File: src/rtl/imm_pkg.sv
// Shared widths, chunk-kind encodings and FSM state type for the immediate encoder.
package imm_pkg;

  localparam int unsigned IMM_W  = 8;
  localparam int unsigned DATA_W = 16;

  localparam logic [1:0] IMM_KIND_SEXT  = 2'b00;
  localparam logic [1:0] IMM_KIND_UPPER = 2'b01;
  localparam logic [1:0] IMM_KIND_LOWER = 2'b10;

  typedef enum logic [1:0] {
    ST_IDLE     = 2'b00,
    ST_EMIT_ONE = 2'b01,
    ST_EMIT_HI  = 2'b10,
    ST_EMIT_LO  = 2'b11
  } imm_state_t;

endpackage

File: src/rtl/imm_encoder_if.sv
// Value-in / chunk-out stream bundle of the immediate encoder.
// master: the encoder itself; slave: the injector/formatter side.
interface imm_encoder_if;
  import imm_pkg::*;

  logic              i_valValid;
  logic [DATA_W-1:0] i_value;
  logic              o_valReady;
  logic              o_immValid;
  logic [IMM_W-1:0]  o_imm;
  logic [1:0]        o_immKind;
  logic              o_immLast;
  logic              i_immReady;
  logic              o_busy;

  modport master (
    input  i_valValid, i_value, i_immReady,
    output o_valReady, o_immValid, o_imm, o_immKind, o_immLast, o_busy
  );

  modport slave (
    output i_valValid, i_value, i_immReady,
    input  o_valReady, o_immValid, o_imm, o_immKind, o_immLast, o_busy
  );
endinterface

File: src/rtl/imm_fit_check.sv
// Decides whether a 16-bit value survives an 8-bit sign-extension round trip.
module imm_fit_check
  import imm_pkg::*;
#(
  parameter bit SPLIT_ALWAYS = 1'b0
) (
  input  logic [DATA_W-1:0] value,
  output logic              fits
);

  // Upper byte must be a pure copy of the byte's sign bit.
  always_comb begin
    fits = (value[DATA_W-1:IMM_W] == {IMM_W{value[IMM_W-1]}}) && !SPLIT_ALWAYS;
  end

endmodule

File: src/rtl/imm_encoder.sv
// Splits a 16-bit constant into one SEXT chunk or an UPPER/LOWER chunk pair.
module imm_encoder
  import imm_pkg::*;
#(
  parameter bit SPLIT_ALWAYS = 1'b0
) (
  input  logic         i_clk,
  input  logic         i_rst,
  imm_encoder_if.master stream
);

  imm_state_t        state;
  imm_state_t        state_next;
  logic [DATA_W-1:0] hold;
  logic              fits;
  logic              accept;

  imm_fit_check #(
    .SPLIT_ALWAYS(SPLIT_ALWAYS)
  ) u_fit_check (
    .value(stream.i_value),
    .fits (fits)
  );

  assign accept = (state == ST_IDLE) && stream.i_valValid;

  // State and hold register; hold only loads on an accepted value.
  always_ff @(posedge i_clk) begin
    if (i_rst) begin
      state <= ST_IDLE;
      hold  <= '0;
    end else begin
      state <= state_next;
      if (accept) begin
        hold <= stream.i_value;
      end
    end
  end

  // Next-state: accept in IDLE, advance on consumer ready in EMIT states.
  always_comb begin
    state_next = state;
    unique case (state)
      ST_IDLE: begin
        if (stream.i_valValid) begin
          state_next = fits ? ST_EMIT_ONE : ST_EMIT_HI;
        end
      end
      ST_EMIT_ONE: if (stream.i_immReady) state_next = ST_IDLE;
      ST_EMIT_HI:  if (stream.i_immReady) state_next = ST_EMIT_LO;
      ST_EMIT_LO:  if (stream.i_immReady) state_next = ST_IDLE;
      default:     state_next = ST_IDLE;
    endcase
  end

  // Outputs decoded from state and hold only.
  always_comb begin
    stream.o_valReady = 1'b0;
    stream.o_immValid = 1'b0;
    stream.o_imm      = '0;
    stream.o_immKind  = IMM_KIND_SEXT;
    stream.o_immLast  = 1'b0;
    stream.o_busy     = 1'b1;
    unique case (state)
      ST_IDLE: begin
        stream.o_valReady = 1'b1;
        stream.o_busy     = 1'b0;
      end
      ST_EMIT_ONE: begin
        stream.o_immValid = 1'b1;
        stream.o_imm      = hold[IMM_W-1:0];
        stream.o_immKind  = IMM_KIND_SEXT;
        stream.o_immLast  = 1'b1;
      end
      ST_EMIT_HI: begin
        stream.o_immValid = 1'b1;
        stream.o_imm      = hold[DATA_W-1:IMM_W];
        stream.o_immKind  = IMM_KIND_UPPER;
        stream.o_immLast  = 1'b0;
      end
      ST_EMIT_LO: begin
        stream.o_immValid = 1'b1;
        stream.o_imm      = hold[IMM_W-1:0];
        stream.o_immKind  = IMM_KIND_LOWER;
        stream.o_immLast  = 1'b1;
      end
      default: begin
        stream.o_valReady = 1'b0;
      end
    endcase
  end

endmodule

File: src/flat_wrapper.sv
// flat-port wrapper written by rule: the top's interface ports become plain ports
module imm_encoder_flat import imm_pkg::*;
#(
  parameter bit SPLIT_ALWAYS = 1'b0
)
  (i_clk, i_rst, stream_i_valValid, stream_i_value, stream_i_immReady, stream_o_valReady, stream_o_immValid, stream_o_imm, stream_o_immKind, stream_o_immLast, stream_o_busy);
  imm_encoder_if stream_i ();
  input  logic i_clk;
  input  logic i_rst;
  input wire logic [$bits(stream_i.i_valValid)-1:0] stream_i_valValid;
  input wire logic [$bits(stream_i.i_value)-1:0] stream_i_value;
  input wire logic [$bits(stream_i.i_immReady)-1:0] stream_i_immReady;
  output wire logic [$bits(stream_i.o_valReady)-1:0] stream_o_valReady;
  output wire logic [$bits(stream_i.o_immValid)-1:0] stream_o_immValid;
  output wire logic [$bits(stream_i.o_imm)-1:0] stream_o_imm;
  output wire logic [$bits(stream_i.o_immKind)-1:0] stream_o_immKind;
  output wire logic [$bits(stream_i.o_immLast)-1:0] stream_o_immLast;
  output wire logic [$bits(stream_i.o_busy)-1:0] stream_o_busy;
  assign stream_i.i_valValid = stream_i_valValid;
  assign stream_i.i_value = stream_i_value;
  assign stream_i.i_immReady = stream_i_immReady;
  assign stream_o_valReady = stream_i.o_valReady;
  assign stream_o_immValid = stream_i.o_immValid;
  assign stream_o_imm = stream_i.o_imm;
  assign stream_o_immKind = stream_i.o_immKind;
  assign stream_o_immLast = stream_i.o_immLast;
  assign stream_o_busy = stream_i.o_busy;
  imm_encoder #(.SPLIT_ALWAYS(SPLIT_ALWAYS)) u_core (.i_clk(i_clk), .i_rst(i_rst), .stream(stream_i));
endmodule
File: config.mk
export PLATFORM = sky130hd
export DESIGN_NAME = imm_encoder_flat
export DESIGN_NICKNAME = d
export VERILOG_FILES = /design/src/rtl/imm_pkg.sv /design/src/rtl/imm_encoder_if.sv /design/src/rtl/imm_fit_check.sv /design/src/rtl/imm_encoder.sv /design/src/flat_wrapper.sv
export SDC_FILE = /design/constraint.sdc
export NUM_CORES = 1
export LEC_CHECK = 0
export ABC_AREA = 1
export CAP_MARGIN = 20
export CORE_ASPECT_RATIO = 0.8
export CORE_UTILIZATION = 38
export DETAILED_ROUTE_END_ITERATION = 8
export GPL_ROUTABILITY_DRIVEN = 1
export PLACE_DENSITY = 0.78
export SLEW_MARGIN = 20
export SYNTH_ARGS = -nofsm -noshare
export SYNTH_HDL_FRONTEND = slang
export SYNTH_HIERARCHICAL = 1
export SYNTH_SLANG_ARGS = --single-unit
File: constraint.sdc
create_clock -name i_clk -period 1.2 [get_ports i_clk]
set_clock_uncertainty 0.15 [all_clocks]
set_input_delay 0.18 -clock i_clk [delete_from_list [all_inputs] [get_ports i_clk]]
set_output_delay 0.18 -clock i_clk [all_outputs]
set_load 0.05 [all_outputs]
==> qor.txt <==
run status - finished, violations left
failing checks - negative setup slack
CP max stage delay - 0.39 ns
Ys Warns - 6
Tmin final - 1.625 ns
clk buf depth - 2
total iterations of the first detailed-routing run - 4
#FFs+latches synth - 18
DRC - 0
# diodes - 0
commonest non-fill, non-tap cell in the layout - nand2_1
Worst-path clk slew - 0.11 ns
hold path endpoint - u_core/hold[2]
worst setup path start - u_core/state[0]
mapped cell area - 854.6 µm²
final worst-path cycle share - 1.354
largest net degree at the start of global routing - 11
grt ovf - 0
Pwr Total - 0.002062 W
Filler cells - 87
TritonCTS clock tree - done
Slew HR - 0.7410
routability cong. - 0.8202
CP endpoint kind - flop
type of the worst setup path - flop to flop
fin. max-slew vios - 0
CTS Buf Count - 3
CTS root buf - clkbuf_4
RSZ-0062 raised after global routing - true
fin nets - 196
WP data required - 1.29 ns
vias in the first global route - 1,052
Max-cap violations - 0
Worst Hold Launch - stream_i_value[2]
Leak - 0.7832 nW
die area - 2444 µm²
slew at the pin with the worst max-slew slack - 0.3845 ns
most frequent cells in the layout - 35 x nand2_1, 19 x clkdlybuf4s50_1, 18 x buf_4
H-tree depth - 1
post-cts hold buffer count - 0
DP HPWL - 1746 µm
layout cells sized above 1 - 0.4457
area occupied by registers - 367.9 µm²
flop2flop setup slack - -0.43 ns
hold path cells - 3
register area share after synthesis - 0.4217
Starting Density - 0.4279
Final Cell Area - 1737 µm²
Critical R2R Capture - u_core/state[1]
min-delay worst type - primary input to flop
WL per Instance - 18.58 µm
Worst EP arrival - 1.71 ns
Max IR drop VDD - 0.9468 mV
Mapped Cells - 117
mean number of vias per cell - 5.593
Setup WS pre-CTS - -0.3220 ns
overall routing resource usage - 0.2888
row count - 14
routed wire length - 3698 µm
first-pass GRT wire length - 4830 µm
Crit Reg-Reg Startpoint - u_core/state[0]
Die Y - 44.42 µm
syn nets - 137
width of the die - 55.02 µm
PD cells - 1187 nW/µm²
FMAX - 0.6152 GHz
area delta synth->final - 103.2%
multi-input logic area - 564.3 µm²
via count - 1,113
crit path cell chain - buf_4 > nor2_4 > buf_6 > nand2_8 > buf_6 > nand2_4 > nand2_1 > a21oi_1
Final Hold Violating Endpoints - 0
IO Count - 34
1st-iter DRT viols - 66
Avg Cell Area, Syn - 7.304 µm²
core box area - 1997 µm²
Distinct cells, synth - 21
crit path max fanout - 7
final worst slack - -0.4254 ns
most used cell, CP - buf_6
Startpoint Class - flop
final setup vio count - 32
# port buffers - 33
Antenna Violating Nets Remaining - 0
Sink Count - 18
Register-to-Register Path Depth - 8
Post-DP Area - 1450 µm²
Clock Latency Late Sink - 0.31 ns
initial antenna violation count - 0
Crit-path slowest cell - dfxtp_4
==> layer usage <==
layer  GRT usage  up-vias  part of all wire
li1            -      501                 -
met1      0.3158      509              0.38
met2      0.4964       89              0.50
met3      0.1031       14             0.099
met4      0.1250        0             0.025
met5           0        -                 0
==> critical path: cells and delay by family (launching register included) <==
family | cells | cell delay [ns]
flops | 1 | 0.39
simple gates | 4 | 0.39
compound gates | 1 | 0.16
buf+inv | 3 | 0.44
==> logic make-up after synthesis <==
family / after synthesis / synth area share
compound gates: 29 / 0.2167
buf+inv: 15 / 0.09223
flops: 18 / 0.4217
simple gates: 55 / 0.2694
==> sequential cells by signal (all words and copies together), names as in the netlist <==
| register | flops |
|---|---|
| u_core/state | 2 |
| u_core/hold | 16 |
==> power breakdown <==
| part | total [W] | switching [W] | internal [W] |
|---|---|---|---|
| combinational | 0.00101 | 0.000519 | 0.000495 |
| clock | 0.000332 | 0.000202 | 0.000130 |
| sequential | 0.000716 | 0.0000647 | 0.000651 |
| total | 0.00206 | 0.000786 | 0.00128 |
==> synthesized netlist by cell type, drive strengths merged <==
cell     n  area share
a21oi   19        0.12
a22o     8       0.082
or2      1      0.0073
buf      5       0.042
o21bai   1      0.0088
dfxtp   18        0.42
o21ai    1      0.0059
clkbuf   2      0.0088
nand3b   1      0.0088
inv      8       0.041
nand2   46        0.21
nor3     1      0.0059
nor2     5       0.031
nand3    1      0.0059
==> timing repair <==
| item | CTS | global route |
|---|---|---|
| buffers inserted | 7 | 3 |
| endpoints found under the setup margin | 27 | 32 |
| gates cloned | 2 | 0 |
| resized for setup | 29 | 16 |
| pin swaps | 0 | 4 |
==> area by class of cell <==
| type | count | area share |
|---|---|---|
| inverter | 8 | 0.03098 |
| timing repair buffer | 60 | 0.3934 |
| sequential | 18 | 0.2118 |
| multi-input combinational | 84 | 0.3249 |
| tap | 24 | 0.01729 |
| timing repair inverter | 1 | 0.006484 |
| clock buffer | 4 | 0.01513 |
==> metrics by stage <==
step	TNS [ns]	hold slack [ns]	cells	util
finish	-11.49	0.2688	199	0.8697
CTS	-8.945	0.2650	197	0.8296
detailed placement	-4.812	0.3184	184	0.7262
floorplan	-3.804	0.1727	117	-
global placement	-4.374	0.3099	184	0.7262
global route	-12.54	0.2712	199	0.8697
==> how the worst max path moves through the flow <==
stage	to	slack, ns	depth (start not counted)
global route	stream_o_imm[0]	-0.46	5
finish	u_core/state[1]	-0.43	8
CTS	stream_o_imm[0]	-0.38	5
floorplan	stream_o_immValid	-0.42	3
global placement	u_core/state[1]	-0.28	8
detailed placement	u_core/state[1]	-0.32	9
No activity file was read; power rests on OpenSTA's default activity.
